`config.mk`:
```
export PLATFORM = sky130hd
export DESIGN_NAME = writeback_stage
export DESIGN_NICKNAME = d
export VERILOG_FILES = /design/src/rtl/cpu_pkg.sv /design/src/rtl/writeback_stage.sv
export SDC_FILE = /design/constraint.sdc
export NUM_CORES = 1
export LEC_CHECK = 0
export ABC_AREA = 0
export ABC_CLOCK_PERIOD_IN_PS = 3250
export CAP_MARGIN = 30
export CORE_MARGIN = 2
export CORE_UTILIZATION = 43
export DETAILED_ROUTE_END_ITERATION = 10
export PLACE_DENSITY = 0.85
export SLEW_MARGIN = 30
export SYNTH_ARGS = -nofsm -noshare
export SYNTH_HDL_FRONTEND = slang
export SYNTH_SLANG_ARGS = --single-unit
```
`constraint.sdc`:
```
create_clock -name i_clk -period 3.25 [get_ports i_clk]
set_input_delay 0.65 -clock i_clk [delete_from_list [all_inputs] [get_ports i_clk]]
set_output_delay 0.65 -clock i_clk [all_outputs]
set_load 0.02 [all_outputs]
```
`src/rtl/cpu_pkg.sv`:
```
// Shared defaults and state encoding for the CPU writeback stage.
package cpu_pkg;

  localparam int unsigned WB_DATA_W  = 16;
  localparam int unsigned WB_ADDR_W  = 4;
  localparam int unsigned WB_TIMEOUT = 15;
  localparam int unsigned WB_CNT_W   = 16;

  typedef enum logic {
    IDLE      = 1'b0,
    LOAD_WAIT = 1'b1
  } wb_state_t;

endpackage : cpu_pkg

```
`src/rtl/writeback_stage.sv`:
```
// Writeback stage: drives the register-file write port from ALU results or
// returned load data, exposes the write as a bypass, and counts retired writes.
module writeback_stage
  import cpu_pkg::*;
#(
  parameter int unsigned DATA_W  = WB_DATA_W,
  parameter int unsigned ADDR_W  = WB_ADDR_W,
  parameter int unsigned TIMEOUT = WB_TIMEOUT,
  parameter int unsigned CNT_W   = WB_CNT_W
) (
  input  logic              i_clk,
  input  logic              i_reset,
  input  logic              i_valid,
  input  logic              i_reg_write,
  input  logic              i_mem_to_reg,
  input  logic [ADDR_W-1:0] i_dest,
  input  logic [DATA_W-1:0] i_alu_result,
  input  logic              i_mem_rvalid,
  input  logic [DATA_W-1:0] i_mem_rdata,
  output logic              o_stall,
  output logic              o_write_en,
  output logic [ADDR_W-1:0] o_write_add,
  output logic [DATA_W-1:0] o_write_data,
  output logic              o_fwd_valid,
  output logic [ADDR_W-1:0] o_fwd_add,
  output logic [DATA_W-1:0] o_fwd_data,
  output logic              o_mem_error,
  output logic [CNT_W-1:0]  o_retire_count
);

  // Counter must be able to hold the value TIMEOUT itself.
  localparam int unsigned TMO_W = $clog2(TIMEOUT + 1);

  wb_state_t         state_q, state_d;
  logic [TMO_W-1:0]  tmo_q, tmo_d;
  logic [ADDR_W-1:0] dest_q, dest_d;
  logic              we_q, we_d;
  logic [ADDR_W-1:0] add_q, add_d;
  logic [DATA_W-1:0] data_q, data_d;
  logic              err_q, err_d;
  logic [CNT_W-1:0]  cnt_q, cnt_d;

  // Next-state, write-port and bookkeeping logic.
  always_comb begin
    state_d = state_q;
    tmo_d   = tmo_q;
    dest_d  = dest_q;
    we_d    = 1'b0;
    add_d   = '0;
    data_d  = '0;
    err_d   = err_q;
    cnt_d   = cnt_q;

    case (state_q)
      IDLE: begin
        if (i_valid && i_reg_write) begin
          if (i_mem_to_reg) begin
            state_d = LOAD_WAIT;
            dest_d  = i_dest;
            tmo_d   = '0;
          end else begin
            we_d   = 1'b1;
            add_d  = i_dest;
            data_d = i_alu_result;
          end
        end
      end
      LOAD_WAIT: begin
        // Returning data takes priority over the timeout check.
        if (i_mem_rvalid) begin
          we_d    = 1'b1;
          add_d   = dest_q;
          data_d  = i_mem_rdata;
          state_d = IDLE;
        end else if (tmo_q == TMO_W'(TIMEOUT)) begin
          err_d   = 1'b1;
          state_d = IDLE;
        end else begin
          tmo_d = tmo_q + TMO_W'(1);
        end
      end
      default: state_d = IDLE;
    endcase

    if (we_d) begin
      cnt_d = cnt_q + CNT_W'(1);
    end
  end

  // State and output registers; reset aborts any pending load.
  always_ff @(posedge i_clk or negedge i_reset) begin
    if (!i_reset) begin
      state_q <= IDLE;
      tmo_q   <= '0;
      dest_q  <= '0;
      we_q    <= 1'b0;
      add_q   <= '0;
      data_q  <= '0;
      err_q   <= 1'b0;
      cnt_q   <= '0;
    end else begin
      state_q <= state_d;
      tmo_q   <= tmo_d;
      dest_q  <= dest_d;
      we_q    <= we_d;
      add_q   <= add_d;
      data_q  <= data_d;
      err_q   <= err_d;
      cnt_q   <= cnt_d;
    end
  end

  assign o_stall        = (state_q == LOAD_WAIT);
  assign o_write_en     = we_q;
  assign o_write_add    = add_q;
  assign o_write_data   = data_q;
  assign o_fwd_valid    = we_q;
  assign o_fwd_add      = add_q;
  assign o_fwd_data     = data_q;
  assign o_mem_error    = err_q;
  assign o_retire_count = cnt_q;

endmodule : writeback_stage
```
==> flow_summary.ini, run 1 <==
[final_layout]
fill_cells = 382
nNetsFinal = 294
diodes = 0
final_common_cell = clkdlybuf4s50_1
layout_common_cells = clkdlybuf4s50_1, dfrtp_1, a22o_1, xor2_1, nand2_1
drive_above_1_share_pct = 6.80
area_delta_synth_final_pct = 48.1

[worst_setup_path]
r2r_setup_slack_ns = 1.54
path_max_fanout = 7
max_stage_delay_ns = 0.66
cpLargestDelayFamily = buffers and inverters
crit_chain = clkdlybuf4s50_1
startpoint_type = register
arrival_ns = 1.43
cp.buffers_inverters = 1
crit_slowest_cell = clkdlybuf4s50_1
crit_required_ns = 2.60
critPathKind = reg -> out
crit_path_end_kind = primary output

[route]
vias = 1541
detail_route.iter0.violations = 34
wl_um = 4510
final_antenna_net_count = 0
dr.pass1.iters = 4
wl_per_cell_um = 14.8
drc = 0
viasPerCell = 5.07

[clock_network]
postCtsSetupBuffers = 0
post_cts_resized = 0
cts_root_buffer = clkbuf_8
holdBufCountCts = 0
clock_latency_ns = 0.29
cts_tree = done
cts.sinks = 47
cts_inserted_buffers = 5
cts_buffer_depth = 2
clk_pin_slew_worst_paths_ns = 0.08
htreeDepth = 2

[sta]
slew_headroom_pct = 62.1
rsz0062_at_grt = no
timing.final.hold_violations = 0
setup_violations = 0
holdWs_ns = 0.344
skew_ns = 0.0101
finalSetupTns_ns = 0
slew_violations = 0
period_share_pct = 64.1
finalCriticalPeriod_ns = 2.08
worstMarginPinSlew_ns = 0.569
clock.fmax_mhz = 480

[die]
num_rows = 25
die_w_um = 73.3
die_h_um = 73.3
initial_core_util_pct = 44.0
pin_count = 102
dieArea_um2 = 5370
core_um2 = 4690

[job]
drv_cap = 0

[place]
gp_congestion = 0.743
dp_hpwl_um = 3270
portBuffers = 101

[synth]
syn_nets = 213
ys_seq_area_share_pct = 56.9
synth_edf_count = 0
yosysWarnings = 0
netlist_area_um2 = 2070
ys_async_sr_fraction_pct = 100
synth_area_per_cell_um2 = 12.2
ys.flop_type = dfrtp_1
ys_types = 31
synthCells = 169
ys_seq_elements = 47

[status]
status = finished, final reports clean

[global_routing]
antenna_found_initial = 0
grt_max_degree = 48
grt_pass1_wl_um = 7020
grt_pass1_vias = 1516
grt-ovfl-total = 0
grt_usage_pct = 16.8

[power]
finalPower_w = 0.00152
power_leakage_nw = 1.37
power_density_nw_per_um2 = 496
peakVddDrop_mv = 0.455

[hold_path]
hold_class = in -> async
==> synthesized netlist by cell type, types with 2 or more instances <==
| master | n | area share [%] |
|---|---|---|
| o21ai_0 | 2 | 0.48 |
| nor2b_1 | 3 | 0.91 |
| xnor2_1 | 5 | 2.1 |
| nor2_1 | 8 | 1.5 |
| ha_1 | 2 | 1.2 |
| and3_1 | 4 | 1.2 |
| xor2_1 | 10 | 4.2 |
| clkbuf_1 | 5 | 0.91 |
| nand2_1 | 9 | 1.6 |
| a22o_1 | 20 | 8.5 |
| mux2_2 | 4 | 2.2 |
| dfrtp_1 | 47 | 57 |
| inv_1 | 3 | 0.55 |
| nand3_1 | 7 | 1.7 |
| buf_4 | 21 | 7.6 |
| nand4_1 | 4 | 1.2 |
==> power breakdown <==
| part | switching (W) | total, W | internal (W) |
|---|---|---|---|
| clock network | 0.000179 | 0.000404 | 0.000226 |
| registers | 0.0000782 | 0.000730 | 0.000652 |
| logic | 0.000171 | 0.000383 | 0.000212 |
| total | 0.000428 | 0.00152 | 0.00109 |
==> final timing paths <==
kind / to / start / cells past startpoint
max: o_retire_count[2] / o_retire_count[2] / 1
min: dest_q[0] / i_reset / 1
max reg2reg: o_retire_count[1] / o_stall / 3
min reg2reg: o_retire_count[15] / o_retire_count[15] / 1
max in group asynchronous: o_fwd_data[2] / i_reset / 1
min in group i_clk: o_retire_count[15] / o_retire_count[15] / 1
==> state kept, by name, indices dropped and copies added, names as in the netlist <==
signal	count
o_stall	1
o_retire_count	16
o_fwd_add	4
o_fwd_data	16
o_fwd_valid	1
o_mem_error	1
tmo_q	4
dest_q	4
==> final cells by class <==
| class | count | area [um^2] | area share (%) |
|---|---|---|---|
| clock buffer | 6 | 72.6 | 2.37 |
| clock inverter | 1 | 30.0 | 0.982 |
| inverter | 3 | 11.3 | 0.368 |
| multi-input combinational | 91 | 686 | 22.4 |
| sequential | 47 | 1180 | 38.4 |
| tap | 54 | 67.6 | 2.21 |
| timing repair buffer | 102 | 1020 | 33.2 |
==> logic make-up (layout without fill, tap and decap cells) <==
logic type | Yosys count | after routing | share of synthesized area, %
flops | 47 | 47 | 56.9
simple gates | 41 | 41 | 10.8
buf+inv | 31 | 112 | 9.87
compound gates | 27 | 27 | 11.4
xor+xnor | 15 | 15 | 6.36
mux | 6 | 6 | 3.39
fa+ha+maj | 2 | 2 | 1.21
==> layer usage <==
layer,GRT usage (%),up-vias,routed length [um]
met5,0,-,0
met4,4.85,0,28
met3,3.43,4,304
met2,29.8,61,2250
met1,20.7,746,1930
li1,-,730,-
==> per-stage QoR <==
step	worst slack, ns	area, um^2	util [%]	instances
3_3_place_gp	0.917	2950	63.0	297
5_1_grt	1.07	3060	65.2	304
4_1_cts	1.15	3060	65.2	304
6_report	1.17	3060	65.2	304
3_5_place_dp	0.860	2960	63.0	297
2_1_floorplan	1.59	2070	-	169
No activity file was read; power rests on OpenSTA's default activity.
==> run 2: changes to the inputs <==
- ABC_CLOCK_PERIOD_IN_PS: 3250 -> 2120
- CORE_UTILIZATION: 43 -> 40
- PLACE_DENSITY: 0.85 -> 0.8
- clock period: 3.25 -> 2.12 ns (I/O delays scaled with it)
==> run 2 against run 1 <==
- global-route usage down 1.3 points
- hold slack worse by 0.23 ns
- critical path depth unchanged
- utilization down 3.6 points
- critical endpoint unchanged
- largest cell class unchanged
- highest routed layer unchanged
==> flow_summary.ini, run 2 (synthesized netlist as in run 1, its figures left out) <==
[status]
status = finished, final reports clean

[global_routing]
grt_pass1_wl_um = 6710
grt-ovfl-total = 0
antenna_found_initial = 0
grt_usage_pct = 15.5
grt_max_degree = 25
grt_pass1_vias = 1482

[sta]
setup_ws_ns = 0.249
setup_violations = 0
worstMarginPinSlew_ns = 0.554
skew_ns = 0.00882
clock.fmax_mhz = 535
period_share_pct = 88.2
rsz0062_at_grt = no
timing.final.hold_violations = 0
finalCriticalPeriod_ns = 1.87
finalSetupTns_ns = 0
slew_violations = 0
holdWs_ns = 0.115
slew_headroom_pct = 63.1

[job]
drv_cap = 0

[worst_setup_path]
crit_slowest_cell = clkdlybuf4s50_1
cpLargestDelayFamily = buffers and inverters
arrival_ns = 1.45
crit_chain = clkdlybuf4s50_1
cp.buffers_inverters = 1
path_max_fanout = 7
max_stage_delay_ns = 0.66
crit_required_ns = 1.70
crit_path_end_kind = primary output
startpoint_type = register
r2r_setup_slack_ns = 0.67
critPathKind = reg -> out

[final_layout]
drive_above_1_share_pct = 7.54
area_delta_synth_final_pct = 50.3
final_common_cell = clkdlybuf4s50_1
diodes = 0
fill_cells = 420
nNetsFinal = 296
layout_common_cells = clkdlybuf4s50_1, dfrtp_1, a22o_1, xor2_1, nand2_1

[route]
final_antenna_net_count = 0
dr.pass1.iters = 4
wl_um = 4470
vias = 1555
wl_per_cell_um = 13.9
viasPerCell = 4.83
drc = 0
detail_route.iter0.violations = 35

[clock_network]
cts_root_buffer = clkbuf_8
cts_tree = done
cts_inserted_buffers = 5
post_cts_resized = 0
cts_buffer_depth = 2
postCtsSetupBuffers = 0
htreeDepth = 2
cts.sinks = 47
clock_latency_ns = 0.29
holdBufCountCts = 0
clk_pin_slew_worst_paths_ns = 0.08

[place]
pre_cts_ws_ns = 0.162
portBuffers = 101
dp_hpwl_um = 3400
gp_congestion = 0.788

[die]
pin_count = 102
core_um2 = 5040
num_rows = 26
dieArea_um2 = 5760
die_w_um = 75.9
die_h_um = 75.9
initial_core_util_pct = 41.0

[power]
finalPower_w = 0.00233
power_density_nw_per_um2 = 749
peakVddDrop_mv = 0.700
power_leakage_nw = 1.38

[hold_path]
hold_class = in -> async
[run 2: cell count changes in the layout (fill, tap and decap cells not counted), sizes merged]
cell,delta
buf,+2
[run 2: cell type report]
type                            count  area, um^2  share of cell area [%]
Multi-Input combinational cell     91         686                    22.1
Clock buffer                        6        72.6                    2.34
Tap cell                           70        87.6                    2.82
Inverter                            3        11.3                   0.363
Timing Repair Buffer              104        1040                    33.5
Sequential cell                    47        1180                    37.9
Clock inverter                      1        30.0                   0.967
[run 2: metal layers]
layer	global-route usage (%)	routed length (um)
met1	17.9	1800
met2	27.6	2240
met3	3.31	368
met4	6.43	61
met5	0	0
[run 2: final timing paths]
check,cells after the start,from,end
max,1,o_retire_count[2],o_retire_count[2]
min,1,i_reset,o_fwd_add[0]
max reg2reg,3,o_stall,o_retire_count[1]
min reg2reg,1,o_retire_count[15],o_retire_count[15]
max in group asynchronous,2,i_reset,o_retire_count[3]
min in group i_clk,1,o_retire_count[15],o_retire_count[15]
[run 2: where the power goes]
group / switching, W / leakage [nW] / internal [W]
Sequential: 0.000113 / 0.623 / 0.000999
Combinational: 0.000261 / 0.710 / 0.000330
Clock: 0.000276 / 0.0513 / 0.000346
[run 2: per-stage QoR]
step | cell area (um^2) | instances | util [%]
2_1_floorplan | 2070 | 169 | -
3_3_place_gp | 3000 | 315 | 59.5
3_5_place_dp | 3000 | 315 | 59.5
4_1_cts | 3100 | 322 | 61.6
5_1_grt | 3100 | 322 | 61.6
6_report | 3100 | 322 | 61.6
